===== src/rtl/down_counter_reload_4b.sv =====
// Loadable down-counter: counts the reload value to zero on ticks, pulses done, optionally reloads.
// Latency: busy one edge after start, done on the edge the last tick lands; no backpressure, paused ticks are dropped.
module down_counter_reload_4b #(
   parameter int WIDTH       = 4,
   parameter bit AUTO_RELOAD = 1'b0
) (
   input  logic             clk,
   input  logic             rst_n,
   input  logic             load,
   input  logic [WIDTH-1:0] load_value,
   input  logic             start,
   input  logic             pause,
   input  logic             abort,
   input  logic             tick,
   output logic [WIDTH-1:0] count,
   output logic             busy,
   output logic             done
);

   localparam logic [0:0] IDLE = 1'b0;
   localparam logic [0:0] RUN  = 1'b1;

   localparam logic [WIDTH-1:0] ZERO = '0;
   localparam logic [WIDTH-1:0] ONE  = WIDTH'(1);

   logic [0:0]       state;
   logic [WIDTH-1:0] reload_reg;

   always_ff @(posedge clk or negedge rst_n) begin
      if (!rst_n) begin
         state      <= IDLE;
         count      <= ZERO;
         reload_reg <= ZERO;
         done       <= 1'b0;
      end else begin
         done <= 1'b0;
         if (abort) begin
            state <= IDLE;
            count <= reload_reg;
         end else if (state == IDLE) begin
            if (load) begin
               reload_reg <= load_value;
               count      <= load_value;
            end else if (start) begin
               if (count != ZERO) begin
                  state <= RUN;
               end else begin
                  done <= 1'b1;
               end
            end
         end else begin
            // In RUN a load only retargets the next period; it also consumes this edge's tick.
            if (load) begin
               reload_reg <= load_value;
            end else if (tick && !pause) begin
               if (count > ONE) begin
                  count <= count - ONE;
               end else if (count == ONE) begin
                  done <= 1'b1;
                  if (AUTO_RELOAD && (reload_reg != ZERO)) begin
                     count <= reload_reg;
                  end else begin
                     count <= ZERO;
                     state <= IDLE;
                  end
               end
            end
         end
      end
   end

   assign busy = (state == RUN);

endmodule


===== config.mk =====
export PLATFORM = sky130hd
export DESIGN_NAME = down_counter_reload_4b
export DESIGN_NICKNAME = d
export VERILOG_FILES = /design/src/rtl/down_counter_reload_4b.sv
export SDC_FILE = /design/constraint.sdc
export NUM_CORES = 1
export LEC_CHECK = 0
export ABC_AREA = 1
export CELL_PAD_IN_SITES_DETAIL_PLACEMENT = 0
export CELL_PAD_IN_SITES_GLOBAL_PLACEMENT = 1
export CORE_MARGIN = 4
export CORE_UTILIZATION = 27
export DETAILED_ROUTE_END_ITERATION = 12
export HOLD_SLACK_MARGIN = 0.06
export MAX_ROUTING_LAYER = met4
export PLACE_DENSITY_LB_ADDON = 0.05
export SETUP_SLACK_MARGIN = 0.4
export SLEW_MARGIN = 20
export SYNTH_ARGS = -nofsm -noshare
export SYNTH_HDL_FRONTEND = slang
export SYNTH_SLANG_ARGS = --single-unit
export TNS_END_PERCENT = 100

===== constraint.sdc =====
create_clock -name clk -period 3.28 [get_ports clk]
set_input_delay 0.492 -clock clk [delete_from_list [all_inputs] [get_ports clk]]
set_output_delay 0.492 -clock clk [all_outputs]
set_load 0.1 [all_outputs]

* Yosys cells after proc, flatten, opt, wreduce, memory -nomap -nowiden
Index checks and enable logic that the tools add are counted.
** Storage, ports and cells
- Register bits after elaboration :: 10
- Output and inout bits :: 6
- Bits in read-only memories :: 0
- Logic and storage cells :: 42
- Bits in latches :: 0
- Memories kept :: 0
- Memory bits (writable) :: 0
- Input bits :: 11
** Operators by class
- Divide/modulo/power cells :: 0
- Add/subtract/negate cells :: 1
- Multiply operators :: 0
- Bitwise gates (word level) :: 1
- Reduce and logical (&&, ||, !) cells :: 8
- Muxes and demuxes :: 25
- Equal/unequal tests :: 2
- Magnitude comparators :: 1
- Shift operators :: 0
** Operators with widths (number)
- 4-bit two-way mux :: 7
- 1-bit two-way mux :: 18
- 4-bit nonzero test :: 2
- 3-bit nonzero test :: 2
- 4-bit by 1-bit == test with 1-bit output (second input constant) :: 1
- 4-bit by 1-bit greater-than comparator with 1-bit output (second input constant) :: 1
- 4-bit AND reduction :: 1
- 4-bit by 1-bit subtractor with 4-bit output (second input constant) :: 1
- 3-bit != test (second input constant) :: 1
- 2-bit AND reduction :: 1
- 1-bit logical AND :: 1
- 1-bit logical NOT :: 1
- 1-bit inverter :: 1

* Logic depth before layout (Yosys ltp)
- Depth in word-level cells :: 7
- Mapped depth :: 9
- Mapped depth without buffers :: 9

* Worst setup path after synthesis
Ideal clock, no wire load.
- Kind :: register to register
- From :: register count[0]
- To :: register count[1]
- Library setup time :: 68 ps
- Path slack :: 1272 ps
- Data required time :: 3212 ps
- Arrival :: 1941 ps
- Path buffers :: 0
- Stages on the path, launching flop included :: 8
- Clock period less this slack :: 2008 ps
- Path through :: dfrtp_1 inv_1 ha_1 o21ai_2 nand2_1 o21ai_0 nand3_1 nand2_1
** Between the ends
- Word-level cells in the longest chain between the ends :: 6
- Elaborated cells on any way between the ends :: 10
- Classes of those cells :: add/sub: 1; order compare: 1; eq/ne: 1; mux: 5; reduce/logical: 2
** RTL lines
- from (decl) :: line 15 : output logic [WIDTH-1:0] count,
- from (signal assigned) :: line 39 : count <= reload_reg;
- from (signal assigned) :: line 43 : count <= load_value;
- from (signal assigned) :: line 57 : count <= count - ONE;
- 4-bit by 1-bit subtractor with 4-bit output / 4-bit by 1-bit greater-than comparator with 1-bit output (equally long branches) :: line 57, 56
- 4-bit two-way mux :: line 56 : if (count > ONE) begin
- 4-bit two-way mux :: line 55 : end else if (tick && !pause) begin
- 4-bit two-way mux :: line 53 : if (load) begin
- 4-bit two-way mux :: line 40 : end else if (state == IDLE) begin
- 4-bit two-way mux :: line 37 : if (abort) begin
Several ways; a longest one is shown, not always the timed one. The select of a mux whose other input is x is not followed.
A chain may end at the register's enable or synchronous reset.

* Worst setup path after layout
- From :: register count[1]
- To :: output count[1]
No word-level cell between the ends.

==> summary.txt <==
floorplan die area: 3160 µm²
Buffers on Ports: 16
max-cap violations: 0
die outline height: 56.2 µm
sequential-to-total area share from yosys stat: 39.9%
clock tree from TritonCTS: done
endpoints failing setup: 0
diode count: 0
core footprint: 2210 µm²
starting density of the core: 28.3%
cell chain of the critical path: clkdlybuf4s50_1
post-DR wirelength/cell: 11.3 µm
Tightest Pin Transition: 963 ps
Pins Over Slew Limit: 0
sequential cell area: 250 µm²
post-layout minimum cycle time: 2270 ps
clock-pin slew on the worst setup and hold paths: 70 ps
DR DRC count: 0
number of buffers created by CTS: 3
largest net degree at the start of global routing: 11
nets in the synthesized netlist: 100
maximum vdd ir drop: 282 µV
xor/xnor cell area share of the yosys netlist: 0%
clk_skew: 3.82 ps
register bit total from synthesis: 10
complex-gate fraction of the synthesized area: 10.2%
mean post-synth cell area: 7.21 µm²
simple-gate share of the synthesized area: 34.3%
deepest clock path buffer count: 2
synthesis-to-layout area growth: 34.5%
Layout fillers: 261
post-synthesis mux area share: 3.59%
final wirelength: 1520 µm
total routing usage reported by global routing: 11.0%
critical path buffer and inverter count: 1
clock latency on the worst-skew pair: 270 ps
fraction of final layout cells sized beyond drive strength 1: 16.0%
worst setup path class: register to primary output
final sum of negative setup slack: 0 ps
run status: completed
arithmetic-cell share of the synthesized area counting full adders, half adders and majority gates: 3.99%
hold buffer count at cts: 0
highest attainable clock frequency: 440 MHz
average vias per placed instance: 4.51
kind of start point of the critical path: register
CTS H-tree depth: 1
power density over the cells: 532 nW/µm²
Top Ports: 17
Post-CTS Resized: 0
vias in the first global route: 584
final RePlAce weighted congestion: 0.740
leakage power of the design: 0.411 nW
slew margin rel.: 35.6%
post-CTS repair timing setup buffer count: 0
final design area excluding fillers: 843 µm²
biggest cell delay along the critical path: 1140 ps
horizontal extent of the die: 56.2 µm
floorplan row count: 17
clock root buffer: clkbuf_4
number of antenna violations at the first check in global routing: 0
critical path capture point type: primary output
sinks on the clock net: 10
fin nets: 120
setup repair after global routing missed its margin: false
Netlist cell types: 20
Max Fanout on Critical Path: 3
DRT antenna net count: 0
starting DRC count in detailed routing: 13
main combinational cell family by area after synthesis: simple AND/OR/NAND/NOR gates
gr ovfl total: 0
worst min-delay path class: register to register
Critical Path Slowest Stage Cell: clkdlybuf4s50_1
Syn Inst Count: 87
area of placed instances: 807 µm²
number of vias after detailed routing: 605
Req. time, crit path: 2790 ps
Synth warnings: 0
wire length of the first global-routing pass: 2640 µm
Worst Path Arrival: 1780 ps
final worst-path cycle share: 69.2%
number of failing hold endpoints at the final stage: 0
estimated wirelength of the detail-placed design: 1220 µm
combined area of the multi-input logic cells: 327 µm²
Initial DRT Pass Iterations: 4
combined area of all synthesized cells: 627 µm²
cell family with the largest share of critical-path delay: buffers and inverters
-- final cells by class --
class / count / area share, %
multi-input combinational: 64 / 38.7
sequential: 10 / 29.7
timing repair buffer: 16 / 17.8
inverter: 12 / 5.34
clock buffer: 4 / 4.30
tap: 28 / 4.15
-- Yosys cell counts --
library cell  count  area, µm²
a21oi_1           7       35.0
a21oi_2           1       8.76
a31oi_1           1       6.26
buf_2             1       5.00
dfrtp_1          10        250
ha_1              2       25.0
inv_1             9       33.8
inv_2             3       11.3
mux2_1            2       22.5
nand2_1          24       90.1
nand2_2           2       12.5
nand3_1           7       35.0
nand3b_1          1       7.51
nand4_1           1       6.26
nor2_1           11       41.3
nor2_2            1       6.26
nor3_2            1       10.0
o21ai_0           1       5.00
o21ai_2           1       8.76
or2_1             1       6.26
-- kinds of logic after synthesis --
| group | count (synthesis) |
|---|---|
| fa+ha+maj | 2 |
| compound gates | 11 |
| simple gates | 49 |
| buf+inv | 13 |
| flops | 10 |
| mux | 2 |
-- path summary, 6_finish.rpt --
path / from / end / slack, ps / cells past startpoint
worst max-delay path: count[1]$_DFFE_PN0P_ / count[1] / 1010 / 1
worst min-delay path: reload_reg[2]$_DFFE_PN0N_ / reload_reg[2]$_DFFE_PN0N_ / 490 / 1
worst min register to register: reload_reg[2]$_DFFE_PN0N_ / reload_reg[2]$_DFFE_PN0N_ / 490 / 1
min in group asynchronous: rst_n / reload_reg[0]$_DFFE_PN0N_ / 550 / 1
max in group asynchronous: rst_n / count[2]$_DFFE_PN0P_ / 2410 / 1
worst max register to register: count[0]$_DFFE_PN0P_ / count[1]$_DFFE_PN0P_ / 1880 / 7
-- power breakdown --
group | internal (mW) | switching (mW) | total [mW]
Sequential | 0.140 | 0.0149 | 0.155
Clock | 0.0674 | 0.0443 | 0.112
Combinational | 0.0524 | 0.130 | 0.182
Total | 0.260 | 0.189 | 0.449
-- metrics by stage --
stage	instances	hold slack, ps	worst slack, ps	utilization, %	total power, mW
2_1_floorplan	87	196	1270	-	0.290
3_3_place_gp	130	480	1310	36.5	0.340
3_5_place_dp	130	486	1290	36.5	0.341
4_1_cts	134	503	996	38.1	0.457
5_1_grt	134	529	966	38.1	0.479
6_report	134	494	1010	38.1	0.449
-- routing by layer --
layer  up-vias  track usage, %  share of wire, %
met3         4            2.09               4.7
met1       274            14.2                46
met4         0            6.10               1.7
li1        313               -                 -
met2        14            15.9                48
met5         -               -                 0
-- cells in the final DEF (no fill, tap or decap), drive strengths merged --
master         instances
a21oi                  8
nor2                  12
inv                   12
nand3                  7
clkbuf                 4
dfrtp                 10
nand3b                 1
clkdlybuf4s50         12
mux2                   2
ha                     2
o21ai                  2
nand2                 26
nand4                  1
a31oi                  1
or2                    1
nor3                   1
buf                    4
(Power assumes the default switching activity.)
